File: config.mk
export PLATFORM = sky130hd
export DESIGN_NAME = ex_stage
export DESIGN_NICKNAME = d
export VERILOG_FILES = /design/src/rtl/ex_stage_pkg.sv /design/src/rtl/ex_div.sv /design/src/rtl/ex_stage.sv
export SDC_FILE = /design/constraint.sdc
export NUM_CORES = 1
export LEC_CHECK = 0
export BUFFER_PORTS_ARGS = -buffer_cell sky130_fd_sc_hd__buf_2
export CAP_MARGIN = 25
export CORE_AREA = 8 8 236 238
export DETAILED_ROUTE_END_ITERATION = 16
export DIE_AREA = 0 0 244 246
export SYNTH_ARGS = -nofsm -noshare
export SYNTH_HDL_FRONTEND = slang
export SYNTH_SLANG_ARGS = --single-unit
File: constraint.sdc
create_clock -name clk -period 3.65 [get_ports clk]
set_input_delay 0.1825 -clock clk [delete_from_list [all_inputs] [get_ports clk]]
set_output_delay 0.1825 -clock clk [all_outputs]
set_load 0.02 [all_outputs]
File: src/rtl/ex_stage_pkg.sv
// Shared constants for the MIPS32 execute stage: ALU op codes, widths and
// the divider state encoding.
package ex_stage_pkg;

    localparam int DATA_W     = 32;
    localparam int ALUOP_W    = 8;
    localparam int REG_ADDR_W = 5;
    localparam int DIV_CYCLES = 32;

    localparam logic [ALUOP_W-1:0] EXE_NOP_OP  = 8'h00;
    localparam logic [ALUOP_W-1:0] EXE_OR_OP   = 8'h25;
    localparam logic [ALUOP_W-1:0] EXE_AND_OP  = 8'h24;
    localparam logic [ALUOP_W-1:0] EXE_XOR_OP  = 8'h26;
    localparam logic [ALUOP_W-1:0] EXE_NOR_OP  = 8'h27;
    localparam logic [ALUOP_W-1:0] EXE_SLL_OP  = 8'h7C;
    localparam logic [ALUOP_W-1:0] EXE_SRL_OP  = 8'h02;
    localparam logic [ALUOP_W-1:0] EXE_SRA_OP  = 8'h03;
    localparam logic [ALUOP_W-1:0] EXE_ADDU_OP = 8'h21;
    localparam logic [ALUOP_W-1:0] EXE_SUBU_OP = 8'h23;
    localparam logic [ALUOP_W-1:0] EXE_SLT_OP  = 8'h2A;
    localparam logic [ALUOP_W-1:0] EXE_SLTU_OP = 8'h2B;
    localparam logic [ALUOP_W-1:0] EXE_DIV_OP  = 8'h1A;
    localparam logic [ALUOP_W-1:0] EXE_DIVU_OP = 8'h1B;

    typedef enum logic [1:0] {
        DIV_IDLE = 2'd0,
        DIV_BUSY = 2'd1,
        DIV_DONE = 2'd2
    } div_state_t;

    function automatic logic [DATA_W-1:0] neg_if(input logic [DATA_W-1:0] v, input logic n);
        return n ? (~v + 32'd1) : v;
    endfunction

endpackage

File: src/rtl/ex_div.sv
// Iterative restoring divider: one quotient bit per cycle on a 64-bit
// remainder:quotient register, with sign correction applied on the way out.
module ex_div
    import ex_stage_pkg::*;
(
    input  logic              clk,
    input  logic              rst,
    input  logic              start,
    input  logic              is_signed,
    input  logic              annul,
    input  logic [DATA_W-1:0] dividend,
    input  logic [DATA_W-1:0] divisor,
    output logic              ready,
    output logic [DATA_W-1:0] quotient,
    output logic [DATA_W-1:0] remainder
);

    div_state_t          state_q, state_d;
    logic [2*DATA_W-1:0] rq_q, rq_d;
    logic [DATA_W-1:0]   divisor_q, divisor_d;
    logic [4:0]          cnt_q, cnt_d;
    logic                qneg_q, qneg_d;
    logic                rneg_q, rneg_d;
    logic [DATA_W:0]     rem_sh;
    logic [DATA_W:0]     rem_diff;

    always_ff @(posedge clk or negedge rst) begin
        if (!rst) begin
            state_q   <= DIV_IDLE;
            rq_q      <= '0;
            divisor_q <= '0;
            cnt_q     <= '0;
            qneg_q    <= 1'b0;
            rneg_q    <= 1'b0;
        end else begin
            state_q   <= state_d;
            rq_q      <= rq_d;
            divisor_q <= divisor_d;
            cnt_q     <= cnt_d;
            qneg_q    <= qneg_d;
            rneg_q    <= rneg_d;
        end
    end

    always_comb begin
        state_d   = state_q;
        rq_d      = rq_q;
        divisor_d = divisor_q;
        cnt_d     = cnt_q;
        qneg_d    = qneg_q;
        rneg_d    = rneg_q;
        // Partial remainder shifted left by one, pulling in the next dividend bit.
        rem_sh    = rq_q[2*DATA_W-1:DATA_W-1];
        rem_diff  = rem_sh - {1'b0, divisor_q};

        case (state_q)
            DIV_IDLE: begin
                if (start) begin
                    if (divisor == '0) begin
                        state_d = DIV_DONE;
                        rq_d    = {dividend, 32'hFFFF_FFFF};
                        qneg_d  = 1'b0;
                        rneg_d  = 1'b0;
                    end else begin
                        state_d   = DIV_BUSY;
                        rq_d      = {32'd0, neg_if(dividend, is_signed & dividend[DATA_W-1])};
                        divisor_d = neg_if(divisor, is_signed & divisor[DATA_W-1]);
                        cnt_d     = '0;
                        qneg_d    = is_signed & (dividend[DATA_W-1] ^ divisor[DATA_W-1]);
                        rneg_d    = is_signed & dividend[DATA_W-1];
                    end
                end
            end
            DIV_BUSY: begin
                if (!rem_diff[DATA_W]) begin
                    rq_d = {rem_diff[DATA_W-1:0], rq_q[DATA_W-2:0], 1'b1};
                end else begin
                    rq_d = {rq_q[2*DATA_W-2:0], 1'b0};
                end
                cnt_d = cnt_q + 5'd1;
                if (cnt_q == 5'(DIV_CYCLES - 1)) begin
                    state_d = DIV_DONE;
                end
            end
            DIV_DONE: state_d = DIV_IDLE;
            default:  state_d = DIV_IDLE;
        endcase

        if (annul) begin
            state_d = DIV_IDLE;
        end
    end

    assign ready     = (state_q == DIV_DONE);
    assign quotient  = neg_if(rq_q[DATA_W-1:0], qneg_q);
    assign remainder = neg_if(rq_q[2*DATA_W-1:DATA_W], rneg_q);

endmodule

File: src/rtl/ex_stage.sv
// MIPS32 execute stage: combinational ALU, multi-cycle divider feeding HI/LO,
// and the stall request that holds the front of the pipe during a divide.
module ex_stage
    import ex_stage_pkg::*;
(
    input  logic                  clk,
    input  logic                  rst,
    input  logic                  flush,
    input  logic [ALUOP_W-1:0]    ex_aluOp,
    input  logic [DATA_W-1:0]     ex_opNum1,
    input  logic [DATA_W-1:0]     ex_opNum2,
    input  logic [REG_ADDR_W-1:0] ex_writeAddr,
    input  logic                  ex_writeReg,
    output logic [REG_ADDR_W-1:0] mem_writeAddr,
    output logic                  mem_writeReg,
    output logic [DATA_W-1:0]     mem_writeData,
    output logic                  mem_hiloWrite,
    output logic [DATA_W-1:0]     mem_hi,
    output logic [DATA_W-1:0]     mem_lo,
    output logic                  stallReq
);

    logic              is_div;
    logic              div_ready;
    logic [DATA_W-1:0] div_quot;
    logic [DATA_W-1:0] div_rem;
    logic [DATA_W-1:0] alu_result;

    assign is_div = (ex_aluOp == EXE_DIV_OP) || (ex_aluOp == EXE_DIVU_OP);

    ex_div u_div (
        .clk       (clk),
        .rst       (rst),
        .start     (is_div & ~flush),
        .is_signed (ex_aluOp == EXE_DIV_OP),
        .annul     (flush),
        .dividend  (ex_opNum1),
        .divisor   (ex_opNum2),
        .ready     (div_ready),
        .quotient  (div_quot),
        .remainder (div_rem)
    );

    always_comb begin
        alu_result = '0;
        case (ex_aluOp)
            EXE_OR_OP:   alu_result = ex_opNum1 | ex_opNum2;
            EXE_AND_OP:  alu_result = ex_opNum1 & ex_opNum2;
            EXE_XOR_OP:  alu_result = ex_opNum1 ^ ex_opNum2;
            EXE_NOR_OP:  alu_result = ~(ex_opNum1 | ex_opNum2);
            EXE_SLL_OP:  alu_result = ex_opNum2 << ex_opNum1[4:0];
            EXE_SRL_OP:  alu_result = ex_opNum2 >> ex_opNum1[4:0];
            EXE_SRA_OP:  alu_result = $signed(ex_opNum2) >>> ex_opNum1[4:0];
            EXE_ADDU_OP: alu_result = ex_opNum1 + ex_opNum2;
            EXE_SUBU_OP: alu_result = ex_opNum1 - ex_opNum2;
            EXE_SLT_OP:  alu_result = {31'd0, $signed(ex_opNum1) < $signed(ex_opNum2)};
            EXE_SLTU_OP: alu_result = {31'd0, ex_opNum1 < ex_opNum2};
            default:     alu_result = '0;
        endcase
    end

    // Every output is forced low while reset is held, independent of the clock.
    assign mem_writeAddr = rst ? ex_writeAddr : '0;
    assign mem_writeReg  = rst & ex_writeReg & ~flush;
    assign mem_writeData = rst ? alu_result : '0;
    assign mem_hiloWrite = rst & div_ready & ~flush;
    assign mem_hi        = rst ? div_rem : '0;
    assign mem_lo        = rst ? div_quot : '0;
    assign stallReq      = rst & is_div & ~div_ready;

endmodule

==> results of run 1 <==
state kept, by name, indices dropped and copies added, names as in the netlist:
name,flops
u_div.state_q,2
u_div.divisor_q,32
u_div.qneg_q,1
u_div.rneg_q,1
u_div.rq_q,64
u_div.cnt_q,5
synth_stat cells (all sizes together) (5+ instances only):
master and count:
o21ai 271, a21oi 250, nand2 250, nor2 230, xnor2 181, clkbuf 160
inv 139, ha 137, dfrtp 105, mux2i 76, and2 75, a31oi 62
nor3 58, o22ai 47, o31ai 38, nand3 33, or3 32, nand2b 31
a211oi 29, buf 29, a21o 26, mux4 25, xor2 24, o211ai 23
o41ai 22, o21bai 20, or4 19, nor4 18, nor2b 16, nand4 14
a211o 13, or2 13, and3 12, mux2 12, a22oi 11, a221oi 9
o21a 9, o221ai 8, nor3b 5
final cells by class:
cell class                 count  area [µm²]  share of cell area (%)
inverter                     142         541                    2.35
multi-input combinational   2144       14700                    64.1
sequential                   105        2630                    11.5
tap                          688         861                    3.75
antenna                        1        2.50                  0.0109
clock buffer                  10         229                   0.998
timing repair buffer         537        3920                    17.1
clock inverter                 6        68.8                   0.300
worst register-to-register path, delay by kind of cell (launching register included):
family                     cells  cell delay, ns
AOI/OAI and AO/OA              9            2.27
DFF                            1            0.39
adders and majority gates      1            0.29
buffers and inverters          1            0.16
and+or+nand+nor                1            0.15
xor gates and xnor gates       1            0.11
cell families after synthesis:
| logic type | count (synthesis) |
|---|---|
| DFF | 105 |
| muxes | 113 |
| buffers and inverters | 331 |
| adders and majority gates | 140 |
| AOI/OAI and AO/OA | 867 |
| xor gates and xnor gates | 205 |
| and+or+nand+nor | 819 |
per-stage QoR:
step	instances	util (%)	area [µm²]	hold WS, ns
global route	3632	44.1	23000	0.0402
finish	3633	44.1	23000	0.0346
detailed placement	3596	41.9	21800	0.176
floorplan	2580	-	18000	-0.113
CTS	3615	42.8	22300	0.0104
global placement	3596	41.9	21800	0.165
worst paths after layout:
kind                                                 to  slack [ns]                       start  depth (start not counted)
setup / recovery                             mem_hi[30]       -0.48  u_div.rq_q[38]$_DFFE_PN0P_                         11
hold / removal             u_div.state_q[1]$_DFFE_PN0P_        0.03                       flush                          2
setup reg to reg             u_div.rq_q[63]$_DFFE_PN0P_        0.19  u_div.rq_q[32]$_DFFE_PN0P_                         13
hold reg to reg              u_div.cnt_q[1]$_DFFE_PN0P_        0.53  u_div.cnt_q[1]$_DFFE_PN0P_                          1
max in group asynchronous    u_div.rq_q[51]$_DFFE_PN0P_        2.39                         rst                          3
min in group asynchronous    u_div.rq_q[54]$_DFFE_PN0P_        0.32                         rst                          2
layer usage:
metal | up-vias | track usage, % | part of all wire [%]
li1 | 9945 | - | -
met1 | 10500 | 37.9 | 41
met2 | 1150 | 44.8 | 43
met3 | 209 | 5.35 | 9.1
met4 | 6 | 16.1 | 6.5
met5 | - | 0 | 0.045
timing repair:
item / 4_1_cts / 5_1_grt
setup buffers: 2 / 16
resized for setup: 38 / 138
endpoints found under the setup margin: 27 / 68
cloned: 0 / 1
hold endpoints to repair: 17 / 0
pin swaps: 6 / 50
hold buffers: 1 / 0
power by group:
group	internal (mW)	total [mW]	leakage (nW)	switching, mW
sequential	1.43	1.74	1.22	0.311
clock	0.534	1.02	0.131	0.490
combinational	1.92	4.60	8.65	2.67
placed cells by master, fill, tap and decap left out, types with 26 or more instances in the layout:
cell      instances
buf_4           339
o21ai_0         255
nand2_1         246
a21oi_1         235
nor2_1          225
xnor2_1         180
buf_2           157
ha_1            132
inv_1           129
dfrtp_1         103
mux2i_1          76
and2_1           75
a31oi_1          59
nor3_1           54
o22ai_1          46
nand3_1          33
nand2b_1         31
o31ai_1          31
a21o_1           26
==> metrics.md, run 1 <==
| Metric | Value |
|---|---|
| MaxCap Viol Count | 0 |
| Drt wl/cell | 25.2 µm |
| Drt drc | 0 |
| CP peak stage delay | 0.53 ns |
| Cell taking the most area after synthesis | dfrtp_1 |
| Detailed Route Iter0 Violations | 2240 |
| DRT Pass-1 Iters | 6 |
| Synth Area in Adders | 9.86% |
| Synthesized cell area | 18000 µm² |
| Final setup viols | 12 |
| Dpl ws | -0.232 ns |
| Top_reg_cell synth | dfrtp_1 |
| Slew Limit Fails | 0 |
| Crit Path Category | reg2out |
| Slowest cell on the critical path | or4_4 |
| Post-synthesis compound-gate area fraction | 28.9% |
| Number of core rows | 84 |
| Seq/Total Area, Yosys | 14.6% |
| Core ar. | 52000 µm² |
| Unrepaired setup endpoints after global routing | yes |
| Initial core utilization | 34.6% |
| Fin. Hold Viols | 0 |
| Cells along the critical path | or4_4 -> or2_4 -> or4_4 -> or3_4 -> or3_4 -> or4_4 -> buf_4 -> o21ai_2 -> xnor2_1 -> and2_1 -> buf_6 |
| Number of library cell types mapped by synthesis | 71 |
| GRT Residual Overflow | 0 |
| CTS buffer count | 9 |
| # port buffers | 184 |
| Root Buffer | clkbuf_16 |
| Arr. time, crit path | 3.95 ns |
| Vias in the first global route | 20800 |
| Initial antenna violation count | 2 |
| Multiplexer area fraction after synthesis | 8.11% |
| Failing checks | setup timing |
| CTS max path bufs | 2 |
| Total power | 7.36 mW |
| PwrDens | 321 nW/µm² |
| Yosys top cell area share | 14.6% |
| Largest cells by area after synthesis | dfrtp_1 (15%), ha_1 (9.5%), xnor2_1 (8.8%) |
| Crit-path most repeated cell | or4_4 |
| Final #Nets | 3160 |
| Via count | 21800 |
| Simple-Gate Fraction of Synth Area | 21.6% |
| WL final | 91.6 mm |
| Fillers | 5431 |
| Synth Area in XOR/XNOR | 9.98% |
| Worst slew margin | 32.9% |
| Clk_skew | 0.00520 ns |
| Die ar. | 60000 µm² |
| Leak pwr | 10.0 nW |
| Synth Instances | 2580 |
| Async SR Flop Fraction | 100% |
| Outcome | finished with violations |
| Mean number of vias per cell | 5.99 |
| Final cycle utilization of the critical path | 113% |
| Die W | 244 µm |
| First-pass GRT wire length | 134 mm |
| Post-DP HPWL | 72.7 mm |
| IO Pins | 185 |
| Synth-to-layout area growth | 27.6% |
| Antenna Nets Post-Route | 0 |
| Setup TNS | -3.80 ns |
| Reg clk slew, reported paths | 0.07 ns |
| Startpoint types | register |
| TritonCTS clock tree | built |
| Fmax | 242 MHz |
| Slew @ Worst Pin | 1.00 ns |
| Skew-Pair Late Insertion Delay | 0.38 ns |
| Die H | 246 µm |
| Worst endpoint required time | 3.47 ns |
| Post-synth EDFFs | 0 |
| Routability congestion estimate | 1.11 |
| Crit path buf inv count | 2 |
| Tmin final | 4.13 ns |
| CP Capture Type | output port |
| H-tree depth | 3 |
| Worst-path fanout max | 4 |
| Delay-heaviest family, CP | simple AND/OR/NAND/NOR gates |
| Ys Warns | 0 |
| Synth Register Bits | 105 |
| Post-Syn Nets | 2801 |
| Largest net degree at the start of global routing | 84 |
| Syn_area_per_cell | 6.97 µm² |
| Clk sinks | 105 |
| Final WS setup | -0.481 ns |
| VDD IR max | 0.253 mV |
| Largest family of logic cells by synthesized area | compound AO/OA/AOI/OAI gates |
| Tot GR Track Use | 29.0% |
| Hold Path Class | in2reg |
| Share of layout cells above drive strength 1 | 24.0% |
Power figures use the tool's default switching activity.
==> run 2: changes to the inputs <==
Settings changed: PLACE_DENSITY set to 0.56.
==> run 2 against run 1 <==
  * The run still ends with setup timing left
  * Cell count grew 1.9%
  * Clock-buffer cell count shrank 1
  * Design area grew 2.1%
  * Utilization grew 0.92 points
  * Critical endpoint is now mem_hi[24]
  * Largest cell class unchanged
  * Largest power group unchanged
==> metrics.md, run 2 (synthesis results as in run 1) <==
| Metric | Value |
|---|---|
| Final cycle utilization of the critical path | 114% |
| Dpl ws | -0.730 ns |
| Biggest regs | u_div.rq_q x64, u_div.divisor_q x32, u_div.cnt_q x5 |
| Failing checks | setup timing |
| Reg clk slew, reported paths | 0.07 ns |
| Fin. Hold Viols | 0 |
| IO Pins | 185 |
| Core ar. | 52000 µm² |
| Vias in the first global route | 21300 |
| Fin Hold WS | 0.0723 ns |
| Cells after DPL | 3669 |
| Beginning of the worst hold path | flush |
| Commonest non-fill, non-tap cell in the layout | buf_4 |
| Crit-path most repeated cell | or4_4 |
| Tmin final | 4.18 ns |
| Mean number of vias per cell | 5.92 |
| # port buffers | 184 |
| Die W | 244 µm |
| WHS Path Cells | 2 |
| Arr. time, crit path | 4.00 ns |
| Number of core rows | 84 |
| Crit Path Category | reg2out |
| Crit path depth | 10 |
| Worst endpoint required time | 3.47 ns |
| H-tree depth | 3 |
| First-pass GRT wire length | 139 mm |
| Final setup viols | 11 |
| Worst slew margin | 33.6% |
| PwrDens | 315 nW/µm² |
| Fmax | 239 MHz |
| Initial core utilization | 34.6% |
| Clk sinks | 105 |
| Post-DP Area | 22300 µm² |
| Delay-heaviest family, CP | simple AND/OR/NAND/NOR gates |
| Unrepaired setup endpoints after global routing | yes |
| Synth-to-layout area growth | 30.3% |
| Die ar. | 60000 µm² |
| Leak pwr | 10.3 nW |
| CTS buffer count | 9 |
| Cells along the critical path | or4_4 -> or2_4 -> or4_4 -> or3_4 -> or3_4 -> or4_4 -> o21ai_0 -> xnor2_1 -> and2_1 -> buf_2 |
| Initial antenna violation count | 1 |
| VDD IR max | 0.281 mV |
| Worst reg-to-reg setup slack | 0.10 ns |
| CP Capture Type | output port |
| Die H | 246 µm |
| Largest net degree at the start of global routing | 78 |
| Slowest cell on the critical path | or4_4 |
| Outcome | finished with violations |
| Reg2reg end | u_div.rq_q[63]$_DFFE_PN0P_ |
| DRT Pass-1 Iters | 5 |
| GRT Residual Overflow | 0 |
| Worst-path fanout max | 4 |
| WL final | 95.3 mm |
| TritonCTS clock tree | built |
| Detailed Route Iter0 Violations | 2086 |
| Antenna Nets Post-Route | 0 |
| Slew Limit Fails | 0 |
| Tot GR Track Use | 30.5% |
| Post-DP HPWL | 77.4 mm |
| Flip-flop count of the largest register after layout | 64 |
| CTS max path bufs | 2 |
| Final WS setup | -0.528 ns |
| Total power | 7.39 mW |
| Setup TNS | -3.83 ns |
| Worst R2R Path Depth | 13 |
| Final #Nets | 3230 |
| Area of the multi-input gates | 14800 µm² |
| Share of layout cells above drive strength 1 | 25.7% |
| Drt drc | 0 |
| MaxCap Viol Count | 0 |
| Final instance area | 23400 µm² |
| FF-to-FF Start | u_div.rq_q[32]$_DFFE_PN0P_ |
| Fillers | 5417 |
| Startpoint types | register |
| Root Buffer | clkbuf_16 |
| Largest Register | u_div.rq_q |
| Hold Path Class | in2reg |
| Slew @ Worst Pin | 0.994 ns |
| Hold Path Sink | u_div.state_q[1]$_DFFE_PN0P_ |
| Drt wl/cell | 25.7 µm |
| Skew-Pair Late Insertion Delay | 0.38 ns |
| Crit path buf inv count | 1 |
| Clk_skew | 0.0113 ns |
| Finished Layout Cells | 3703 |
| Routability congestion estimate | 1.02 |
| End-of-flow core utilization | 45.0% |
| Seq. cell area | 2630 µm² |
| Most frequent cells in the layout | buf_4 (411), o21ai_0 (255), nand2_1 (247), a21oi_1 (239), nor2_1 (225) |
| CP peak stage delay | 0.54 ns |
| Via count | 21900 |
[run 2: final cells by class]
type,count,share of cell area (%)
Tap cell,688,3.67
Antenna cell,2,0.0214
Sequential cell,105,11.2
Timing Repair Buffer,607,18.6
Inverter,142,2.27
Multi-Input combinational cell,2144,63.0
Clock buffer,9,0.961
Clock inverter,6,0.224
[run 2: how the worst max path moves through the flow]
stage | from | endpoint | slack (ns)
after global placement | ex_opNum1[0] | mem_writeData[26] | -0.70
after floorplan | u_div.rq_q[38]$_DFFE_PN0P_ | mem_hi[26] | 0.005
after global routing | u_div.rq_q[38]$_DFFE_PN0P_ | mem_hi[24] | -0.66
final | u_div.rq_q[38]$_DFFE_PN0P_ | mem_hi[24] | -0.53
after detailed placement | ex_opNum1[0] | mem_writeData[26] | -0.73
after CTS | u_div.rq_q[38]$_DFFE_PN0P_ | mem_hi[28] | -0.52
[run 2: where the power goes]
group | internal (mW) | switching (mW) | total (mW)
Sequential | 1.43 | 0.322 | 1.75
Combinational | 1.96 | 2.69 | 4.66
Clock | 0.471 | 0.509 | 0.981
[run 2: worst reg2reg max path, cell delays in order, from the launching register on]
cell	delay, ns
dfrtp_1	0.38
buf_4	0.16
ha_1	0.29
nor2b_1	0.14
o31a_1	0.29
o211ai_1	0.37
a31oi_2	0.18
o211ai_1	0.24
a21oi_1	0.15
o21ai_0	0.43
a211oi_1	0.15
a211oi_1	0.34
xor2_1	0.11
o31ai_1	0.21
[run 2: timing repair]
action                                  CTS  global route
hold buffers                              2             0
pin swaps                                20            43
resized for setup                        68            91
endpoints found under the setup margin   43            65
hold endpoints to repair                 43             0
buffers inserted                          6            11
[run 2: per-layer routing]
metal  global-route usage [%]  up-vias  part of all wire (%)
li1                         -    10100                     -
met1                     38.3    10600                    41
met2                     50.7     1053                    45
met3                     5.07      193                   7.9
met4                     14.4        0                   5.8
met5                        0        -                     0
